## config.mk

```make
export PLATFORM = sky130hd
export DESIGN_NAME = frame_loader
export DESIGN_NICKNAME = d
export VERILOG_FILES = /design/src/rtl/led_panel_pkg.sv /design/src/rtl/frame_buffer_2x.sv /design/src/rtl/frame_loader.sv
export SDC_FILE = /design/constraint.sdc
export NUM_CORES = 1
export LEC_CHECK = 0
export BUFFER_PORTS_ARGS = -buffer_cell sky130_fd_sc_hd__buf_4
export CAP_MARGIN = 25
export CORE_MARGIN = 1
export CORE_UTILIZATION = 45
export DETAILED_ROUTE_END_ITERATION = 8
export MAX_ROUTING_LAYER = met4
export PLACE_DENSITY = 0.62
export SLEW_MARGIN = 20
export SYNTH_ARGS = -nofsm -noshare
export SYNTH_HDL_FRONTEND = slang
export SYNTH_HIERARCHICAL = 1
export SYNTH_SLANG_ARGS = --single-unit
```

## constraint.sdc

```tcl
create_clock -name clk -period 5.25 [get_ports clk]
set_input_delay 1.05 -clock clk [delete_from_list [all_inputs] [get_ports clk]]
set_output_delay 1.05 -clock clk [all_outputs]
set_load 0.01 [all_outputs]
```

## src/rtl/led_panel_pkg.sv

```systemverilog
// Shared LED panel geometry, frame loader state encoding and default start-of-frame marker.
package led_panel_pkg;

   localparam int PANEL_COLS = 16;
   localparam int PANEL_ROWS = 8;
   localparam int COL_W      = $clog2(PANEL_COLS);

   localparam logic [7:0] DEFAULT_SYNC_BYTE = 8'hA5;

   typedef enum logic [1:0] {
      S_IDLE,
      S_DATA,
      S_CHECK,
      S_PENDING
   } loader_state_e;

   function automatic int max_int(input int a, input int b);
      return (a > b) ? a : b;
   endfunction

endpackage

```

## src/rtl/frame_buffer_2x.sv

```systemverilog
// Double-buffered 16x8 panel image: writes land in the back buffer, reads come from the front,
// and a swap strobe exchanges the two roles.
module frame_buffer_2x
   import led_panel_pkg::*;
(
   input  logic                  clk,
   input  logic                  reset,
   input  logic                  wr_en,
   input  logic [COL_W-1:0]      wr_addr,
   input  logic [PANEL_ROWS-1:0] wr_data,
   input  logic                  swap,
   input  logic [COL_W-1:0]      rd_addr,
   output logic [PANEL_ROWS-1:0] rd_data
);

   logic [PANEL_ROWS-1:0] mem_q [2][PANEL_COLS];
   logic                  front_q;

   // NOTE: the storage is small enough to clear in reset, which keeps a blank panel
   // after power-up instead of whatever the flops wake up holding.
   always_ff @(posedge clk) begin
      if (reset) begin
         front_q <= 1'b0;
         for (int b = 0; b < 2; b++) begin
            for (int c = 0; c < PANEL_COLS; c++) begin
               mem_q[b][c] <= '0;
            end
         end
      end else begin
         if (wr_en) begin
            mem_q[~front_q][wr_addr] <= wr_data;
         end
         if (swap) begin
            front_q <= ~front_q;
         end
      end
   end

   assign rd_data = mem_q[front_q][rd_addr];

endmodule

```

## src/rtl/frame_loader.sv

```systemverilog
// UART frame loader: SYNC_BYTE + 16 column bytes (+ XOR checksum when FRAME_LOADER_CHECKSUM_EN
// is defined) fill the back buffer, which becomes visible at the next panel frame_sync.
module frame_loader
   import led_panel_pkg::*;
#(
   parameter logic [7:0] SYNC_BYTE      = DEFAULT_SYNC_BYTE,
   parameter int         TIMEOUT_CYCLES = 100000
) (
   input  logic                  clk,
   input  logic                  reset,
   input  logic                  rx_valid,
   input  logic [7:0]            rx_byte,
   input  logic                  frame_sync,
   input  logic [COL_W-1:0]      rd_col,
   output logic [PANEL_ROWS-1:0] rd_data,
   output logic                  frame_ok,
   output logic                  frame_err,
   output logic                  busy
);

   localparam int GAP_W = max_int(17, $clog2(TIMEOUT_CYCLES + 1));

   loader_state_e    state_q;
   logic [COL_W-1:0] index_q;
   logic [GAP_W-1:0] gap_q;
   logic             frame_ok_q;
   logic             frame_err_q;
`ifdef FRAME_LOADER_CHECKSUM_EN
   logic [7:0]       chk_q;
`endif

   logic wr_en;
   logic swap;
   logic gap_expired;

   assign wr_en       = (state_q == S_DATA) && rx_valid;
   assign swap        = (state_q == S_PENDING) && frame_sync;
   assign gap_expired = (gap_q == GAP_W'(TIMEOUT_CYCLES - 1));

   always_ff @(posedge clk) begin
      if (reset) begin
         state_q     <= S_IDLE;
         index_q     <= '0;
         gap_q       <= '0;
         frame_ok_q  <= 1'b0;
         frame_err_q <= 1'b0;
`ifdef FRAME_LOADER_CHECKSUM_EN
         chk_q       <= '0;
`endif
      end else begin
         frame_ok_q  <= 1'b0;
         frame_err_q <= 1'b0;
         case (state_q)
            S_IDLE: begin
               if (rx_valid && (rx_byte == SYNC_BYTE)) begin
                  state_q <= S_DATA;
                  index_q <= '0;
                  gap_q   <= '0;
`ifdef FRAME_LOADER_CHECKSUM_EN
                  chk_q   <= '0;
`endif
               end
            end
            S_DATA: begin
               if (rx_valid) begin
                  gap_q   <= '0;
                  index_q <= index_q + 1'b1;
`ifdef FRAME_LOADER_CHECKSUM_EN
                  chk_q   <= chk_q ^ rx_byte;
                  if (index_q == COL_W'(PANEL_COLS - 1)) begin
                     state_q <= S_CHECK;
                  end
`else
                  if (index_q == COL_W'(PANEL_COLS - 1)) begin
                     state_q    <= S_PENDING;
                     frame_ok_q <= 1'b1;
                  end
`endif
               end else if (gap_expired) begin
                  state_q     <= S_IDLE;
                  frame_err_q <= 1'b1;
               end else begin
                  gap_q <= gap_q + 1'b1;
               end
            end
`ifdef FRAME_LOADER_CHECKSUM_EN
            S_CHECK: begin
               if (rx_valid) begin
                  gap_q <= '0;
                  if (rx_byte == chk_q) begin
                     state_q    <= S_PENDING;
                     frame_ok_q <= 1'b1;
                  end else begin
                     state_q     <= S_IDLE;
                     frame_err_q <= 1'b1;
                  end
               end else if (gap_expired) begin
                  state_q     <= S_IDLE;
                  frame_err_q <= 1'b1;
               end else begin
                  gap_q <= gap_q + 1'b1;
               end
            end
`endif
            S_PENDING: begin
               // The loaded image waits for the panel; any byte now would overwrite it, so it is dropped.
               if (rx_valid) begin
                  frame_err_q <= 1'b1;
               end
               if (frame_sync) begin
                  state_q <= S_IDLE;
               end
            end
            default: begin
               state_q <= S_IDLE;
            end
         endcase
      end
   end

   frame_buffer_2x u_buf (
      .clk     (clk),
      .reset   (reset),
      .wr_en   (wr_en),
      .wr_addr (index_q),
      .wr_data (rx_byte),
      .swap    (swap),
      .rd_addr (rd_col),
      .rd_data (rd_data)
   );

   assign frame_ok  = frame_ok_q;
   assign frame_err = frame_err_q;
   assign busy      = (state_q != S_IDLE);

endmodule
```

Yosys cells after proc, flatten, opt, wreduce, memory -nomap -nowiden
Memories as Yosys holds them, arrays and structs flattened. A register that Yosys moved wholly into a read port is not among the register bits.
Index checks and enable logic that the tools add are counted.
W data, S select, Z words.

storage, ports and cells
  flip-flop bits (word level) = 26
  memory bits (writable) = 256
  bits of input ports = 16
  output and inout bits = 11
  word-level logic and storage cells = 73
  memories = 1

memory list
  memory       depth  bits a word  read ports  clocked after memory_dff  wr ports  RTL line               text
  u_buf.mem_q  2      128          1           1                         2         frame_buffer_2x.sv:16  logic [PANEL_ROWS-1:0] mem_q [2][PANEL_COLS];

cells by class
  add/subtract/negate cells = 2
  $lt $le $gt $ge = 3
  equality and inequality tests = 11
  muxes and demuxes = 33
  bitwise gates (word level) = 5
  reduce and logical (&&, ||, !) cells = 12

operators with widths
  operator                 count
  $mux W128                3
  $reduce_or A128 Y1       1
  $mux W17                 3
  $pmux W17 S2             1
  $bmux W8 S4              1
  $demux W8 S4             1
  $mux W8                  3
  $add A17 B1 Y17 const B  1
  $eq A17 B17 Y1 const B   1
  $mux W1                  11
  $ge A5 B5 Y1 const B     2
  $mux W2                  5
  $not A4 Y5               2
  $eq A8 B8 Y1 const B     1
  $mux W4                  2
  $pmux W4 S2              1
  $ne A2 B2 Y1 const B     3
  $ne A3 B3 Y1 const B     2
  $pmux W2 S3              1
  $reduce_and A3 Y1        2
  $lt A5 B1 Y1 const B     1
  $add A4 B1 Y4 const B    1
  $eq A4 B4 Y1 const B     1
  $logic_and A1 B1 Y1      4
  9 further kinds          12

Longest topological paths before layout
Gate-level depths: netlist (run 1).

  depth after elaboration = 8
  mapped depth = 9
  gate-level depth less buffers = 5

Hierarchy
Netlist (run 1), hierarchy kept.

by module, submodules not included
  module           times used  cells an instance  area an instance (µm²)  sequential area each (µm²)
  frame_buffer_2x  1           619                10867.9                 7727.4
  frame_loader     1           176                1512.7                  500.5

Worst setup path after synthesis (run 1)
OpenSTA, ideal clock, no wires.

  path type = input-to-output
  from = input port rd_col[1]
  to = output port rd_data[0]
  arrival time = 2.772 ns
  data required time = 4.200 ns
  setup slack = 1.428 ns
  stages on the path = 5
  path buffers = 2
  cell sequence = clkbuf_1 > clkbuf_1 > mux4_2 > mux4_2 > mux2_2

between the ends
  cells in the longest elaborated chain, start to end = 4

ends and longest elaborated chain
  element                                      RTL line               text
  start: declaration                           frame_loader.sv:14     input logic [COL_W-1:0] rd_col,
  $not A4 Y5 (implied by the code)             frame_buffer_2x.sv:39  assign rd_data = mem_q[front_q][rd_addr];
  $bmux W8 S4                                  frame_buffer_2x.sv:39
  $mux W8 (implied by the code) (2 in series)  frame_buffer_2x.sv:39
  end: declaration                             frame_loader.sv:15     output logic [PANEL_ROWS-1:0] rd_data,

Every way passes these cells. The select of a mux whose other input is x is not followed.

Worst setup path in the final report (run 1)
  from = input port rd_col[0]
  to = output port rd_data[6]

Same word-level chain as after synthesis.

==> results.json, run 1 <==
{
  "irDropWorstVdd_mv": 0.266,
  "ant_nets": 0,
  "clk_latency_ns": 0.55,
  "grt_max_degree": 67,
  "die_w_microns": 168,
  "dr_total_vias": 7144,
  "syn_inst": 795,
  "ctsLongestPathBuffers": 3,
  "setup_tns_ns": 0,
  "rsz0062_at_grt": "false",
  "holdBufCountCts": 0,
  "worstPathArrival_ns": 3.19,
  "required_ns": 4.20,
  "synth-simple-area-share_pct": 11.4,
  "max_freq_mhz": 236,
  "initial_core_util_pct": 45.9,
  "viasPerCell": 6.08,
  "dieHeight_microns": 168,
  "cts_resized": 0,
  "ios": 27,
  "synth-edff-count": 256,
  "finalCritPeriodShare_pct": 80.7,
  "multiInputGateArea_sq_um": 3840,
  "area_growth_pct": 12.2,
  "synth-warning-count": 6,
  "worst_pin_slew_ns": 1.01,
  "synth-compound-area-share_pct": 3.56,
  "clk_pin_slew_worst_paths_ns": 0.05,
  "power_density_nw_per_um2": 359,
  "synth.area.mux_share_pct": 15.4,
  "routabilityCongestion": 0.856,
  "drc": 0,
  "final_net_count": 829,
  "startpoint_type": "input pin",
  "relSlewSlack_pct": 32.2,
  "nFillCells": 2181,
  "finalHoldViolations": 0,
  "grt_usage_pct": 21.8,
  "numClockSinks": 283,
  "synth.net_count": 813,
  "rows": 60,
  "yosysUniqueCellTypes": 59,
  "crit_fanout": 31,
  "instances_no_fill": 1175,
  "maxCapViolCount": 0,
  "grt_pass1_wl_microns": 43700,
  "hold_path.class": "flop to flop",
  "dr.pass1.iters": 5,
  "core-area_sq_um": 27000,
  "syn_area_sq_um": 12400,
  "syn_area_per_cell_sq_um": 15.6,
  "synth_top_family_by_area": "multiplexers",
  "leakage_nw": 4.55,
  "min_period_ns": 4.24,
  "hpwl_microns": 19000,
  "fin_total_pwr_mw": 4.99,
  "setup-violations-final": 0,
  "synth-xor-area-share_pct": 0.424,
  "wl_per_cell_microns": 24.7,
  "seq_area_frac_synth_pct": 66.5,
  "drtIter0Drc": 874,
  "dieArea_sq_um": 28200,
  "status": "finished, final reports clean",
  "port_buffers": 26,
  "ctsHtreeMaxLevel": 1,
  "ys_ff_latch": 283,
  "synth-adder-area-share_pct": 0.202,
  "critPathCaptureType": "output pin",
  "async_flop_share_pct": 0,
  "routed_wl_microns": 29000,
  "layout-drive-gt1-share_pct": 22.8,
  "final.setup_skew_ns": 0.00885,
  "antenna_found_initial": 0,
  "grt_pass1_vias": 7035,
  "diodes": 0,
  "ff_latch_area_sq_um": 8230,
  "drv_slew": 0,
  "numCtsBuffers": 30,
  "cts_setup_buffers": 0,
  "cts_tree": "yes",
  "worstSetupPathType": "input pin to output pin",
  "placed_cells": 1119,
  "gr-total-overflow": 0,
  "synthFlopType": "edfxtp_1",
  "cts-root-buf": "clkbuf_16"
}
[cells by family after synthesis]
group                    count (synthesis)
XOR/XNOR                                 6
adder cells (fa/ha/maj)                  2
AND/OR/NAND/NOR                        286
buffers and inverters                   67
AO/OA/AOI/OAI                           62
multiplexers                            89
flip-flops                             283
[Yosys cell counts (4+ instances only)]
cell / instances / area share (%)
a21oi_1: 15 / 0.61
a31o_2: 6 / 0.42
a31oi_1: 7 / 0.35
a41oi_1: 5 / 0.35
and3_1: 5 / 0.25
and3b_1: 4 / 0.28
and4_1: 7 / 0.50
buf_1: 7 / 0.21
buf_2: 5 / 0.20
buf_4: 6 / 0.36
buf_6: 4 / 0.36
clkbuf_1: 32 / 0.97
dfxtp_1: 27 / 4.4
edfxtp_1: 256 / 62
inv_1: 11 / 0.33
mux2_2: 9 / 0.82
mux4_2: 80 / 15
nand2_1: 24 / 0.73
nand2b_1: 21 / 1.1
nand3_1: 14 / 0.57
nand3b_1: 6 / 0.36
nand4_1: 13 / 0.66
nor2_1: 157 / 4.8
nor2b_1: 9 / 0.45
nor3_1: 4 / 0.16
o21ai_0: 6 / 0.24
xor2_1: 4 / 0.28
[critical path, stage by stage]
cell and delay, ns:
buf_4 0.27, buf_12 0.30, mux4_2 0.56, mux4_2 0.54, mux2_2 0.29, buf_4 0.14
[final cells by class]
cell class / count / share of cell area, %
Clock buffer: 35 / 5.69
Timing Repair Buffer: 40 / 2.43
Tap cell: 341 / 3.07
Sequential cell: 283 / 59.3
Multi-Input combinational cell: 445 / 27.6
Clock inverter: 20 / 1.62
Inverter: 11 / 0.297
[final timing paths]
path               from                  end  slack (ns)  cells after the start
max           rd_col[0]           rd_data[6]        1.01                      6
min            gap_q[7]             gap_q[7]        0.52                      2
max reg2reg  state_q[0]  u_buf/mem_q[1][121]        2.04                      4
min reg2reg    gap_q[7]             gap_q[7]        0.52                      2
[flip-flops by register name, indices dropped and copies added (netlist names), named ones only]
register / flops
u_buf/mem_q: 256
gap_q: 17
index_q: 4
state_q: 2
frame_err: 1
frame_ok: 1
u_buf/front_q: 1
[metal layers]
metal  share of wire, %  vias to the layer above  track usage, %
met1                 39                     3631            28.5
li1                   -                     3124               -
met5                  0                        -               -
met3                7.4                       55            2.52
met4                2.9                        0            6.90
met2                 50                      334            35.8
[stage by stage]
step	worst slack [ns]	util (%)	instance area, sq um	hold slack [ns]
after global placement	0.997	47.7	12900	0.504
after detailed placement	0.989	47.7	12900	0.516
after global routing	0.909	51.5	13900	0.545
final	1.01	51.5	13900	0.522
after CTS	0.985	51.5	13900	0.523
after floorplan	1.43	-	12400	0.472
[layout by cell type, fill, tap and decap left out, types with 7 or more instances in the layout]
master	synthesis	routed
mux2_2	9	9
nor2b_1	9	9
a21oi_1	15	15
clkbuf_16	0	31
nor2_1	157	157
nand2b_1	21	21
nand2_1	24	24
nand4_1	13	13
edfxtp_1	256	256
inv_1	11	11
a31oi_1	7	7
mux4_2	80	80
buf_4	6	37
dfxtp_1	27	27
nand3_1	14	14
and4_1	7	7
[power by group]
group | switching (mW) | internal [mW]
Sequential | 0.0260 | 2.53
Clock | 0.842 | 1.32
Combinational | 0.143 | 0.130
(Power assumes the default switching activity.)
==> run 2, diff against run 1 <==
--- a/config.mk
+++ b/config.mk
@@ -11,7 +11,7 @@
 export CORE_UTILIZATION = 45
 export DETAILED_ROUTE_END_ITERATION = 8
 export MAX_ROUTING_LAYER = met4
-export PLACE_DENSITY = 0.62
+export PLACE_DENSITY = 0.65
 export SLEW_MARGIN = 20
 export SYNTH_ARGS = -nofsm -noshare
 export SYNTH_HDL_FRONTEND = slang
==> constraint.sdc (replaced) <==
create_clock -name clk -period 3.67 [get_ports clk]
set_input_delay 0.734 -clock clk [delete_from_list [all_inputs] [get_ports clk]]
set_output_delay 0.734 -clock clk [all_outputs]
set_load 0.01 [all_outputs]
==> results.json, run 2 (synthesis results as in run 1) <==
{
  "critPathCaptureType": "output pin",
  "regMostFlops": "u_buf/mem_q",
  "numClockSinks": 283,
  "numCtsBuffers": 30,
  "worstPathArrival_ns": 2.65,
  "power.internal_mw": 5.40,
  "relSlewSlack_pct": 36.4,
  "status": "finished, final reports clean",
  "gr-total-overflow": 0,
  "routed_wl_microns": 28000,
  "final_cell_mix": "edfxtp_1, nor2_1, mux4_2",
  "reg.largest.list": "u_buf/mem_q: 256 flops, gap_q: 17 flops, index_q: 4 flops",
  "cts_tree": "yes",
  "clkPwrFrac_pct": 40.6,
  "min_period_ns": 3.39,
  "drv_slew": 0,
  "grt_usage_pct": 21.2,
  "place_ws_ns": 0.268,
  "clk_pin_slew_worst_paths_ns": 0.06,
  "cts-root-buf": "clkbuf_16",
  "viasPerCell": 5.93,
  "die_w_microns": 168,
  "layout_commonest_cell": "edfxtp_1",
  "drtIter0Drc": 588,
  "grt_pass1_wl_microns": 43300,
  "power_density_nw_per_um2": 491,
  "initial_core_util_pct": 45.9,
  "diodes": 0,
  "max_freq_mhz": 295,
  "finalCritPeriodShare_pct": 92.3,
  "maxCapViolCount": 0,
  "rsz0062_at_grt": "false",
  "rows": 60,
  "pwr-share-comb_pct": 5.8,
  "routabilityCongestion": 0.819,
  "ios": 27,
  "wl_per_cell_microns": 23.5,
  "placed_cells": 1140,
  "worstSetupPathType": "input pin to output pin",
  "drc": 0,
  "setup-violations-final": 0,
  "dieHeight_microns": 168,
  "dr_total_vias": 7070,
  "final.setup_skew_ns": 0.0262,
  "largest_register_ffs": 256,
  "holdWs_ns": 0.491,
  "crit_fanout": 26,
  "area_growth_pct": 12.6,
  "leakage_nw": 4.60,
  "cts_resized": 0,
  "dr.pass1.iters": 5,
  "setup_tns_ns": 0,
  "grt_max_degree": 40,
  "hold_path.class": "input pin to flop",
  "port_buffers": 26,
  "dieArea_sq_um": 28200,
  "worst_pin_slew_ns": 0.951,
  "grt_pass1_vias": 7055,
  "startpoint_type": "input pin",
  "cts_setup_buffers": 0,
  "antenna_found_initial": 0,
  "ant_nets": 0,
  "holdBufCountCts": 0,
  "pwr-share-seq_pct": 53.6,
  "ctsHtreeMaxLevel": 1,
  "clk_latency_ns": 0.57,
  "hpwl_microns": 19200,
  "core-area_sq_um": 27000,
  "layout-drive-gt1-share_pct": 23.9,
  "required_ns": 2.94,
  "irDropWorstVdd_mv": 0.298,
  "p_sw_share_pct": 21.1,
  "p_switching_mw": 1.44,
  "instances_no_fill": 1193,
  "finalHoldViolations": 0,
  "ctsLongestPathBuffers": 3,
  "nFillCells": 2212,
  "worst_slack_ns": 0.282,
  "final_net_count": 850
}
run 2: path summary, 6_finish.rpt:
| check | from | endpoint | slack (ns) | cells after the start |
|---|---|---|---|---|
| worst max-delay path | rd_col[0] | rd_data[0] | 0.28 | 6 |
| worst min-delay path | rx_valid | frame_err | 0.49 | 3 |
| worst max register to register | state_q[0] | u_buf/mem_q[0][13] | 1.13 | 4 |
| worst min register to register | gap_q[16] | gap_q[16] | 0.52 | 2 |
run 2: worst max-delay path, cell delays in order:
cell,delay [ns]
buf_4,0.14
buf_12,0.24
mux4_2,0.59
mux4_2,0.51
mux2_2,0.29
buf_4,0.14
run 2: through the flow:
stage	area, sq um	utilization [%]	total power [mW]
finish	13900	51.7	6.84
global route	13900	51.7	7.03
CTS	13900	51.7	6.90
detailed placement	13000	48.4	4.13
global placement	13000	48.4	4.12
floorplan	12400	-	3.97
run 2: per-layer routing:
layer	wire length (microns)	vias to the layer above	part of all wire (%)	track usage, %
met4	594	0	2.1	5.23
met1	12000	3584	43	29.2
met5	0	-	0	-
met3	1980	47	7.1	3.34
li1	-	3164	-	-
met2	13400	275	48	33.3
run 2: power by group through the flow:
stage / logic, mW / clock network, mW / registers [mW]
after floorplan: 0.264 / 0 / 3.70
after global placement: 0.395 / 0 / 3.73
after detailed placement: 0.399 / 0 / 3.73
after CTS: 0.400 / 2.83 / 3.66
after global routing: 0.419 / 2.93 / 3.67
final: 0.396 / 2.78 / 3.66
run 2: layout make-up:
cell class	count	area (sq um)	share of cell area, %
tap	341	427	3.06
clock inverter	11	105	0.754
sequential	283	8230	59.0
multi-input combinational	445	3840	27.5
timing repair buffer	61	508	3.64
inverter	11	41.3	0.296
clock buffer	41	792	5.68
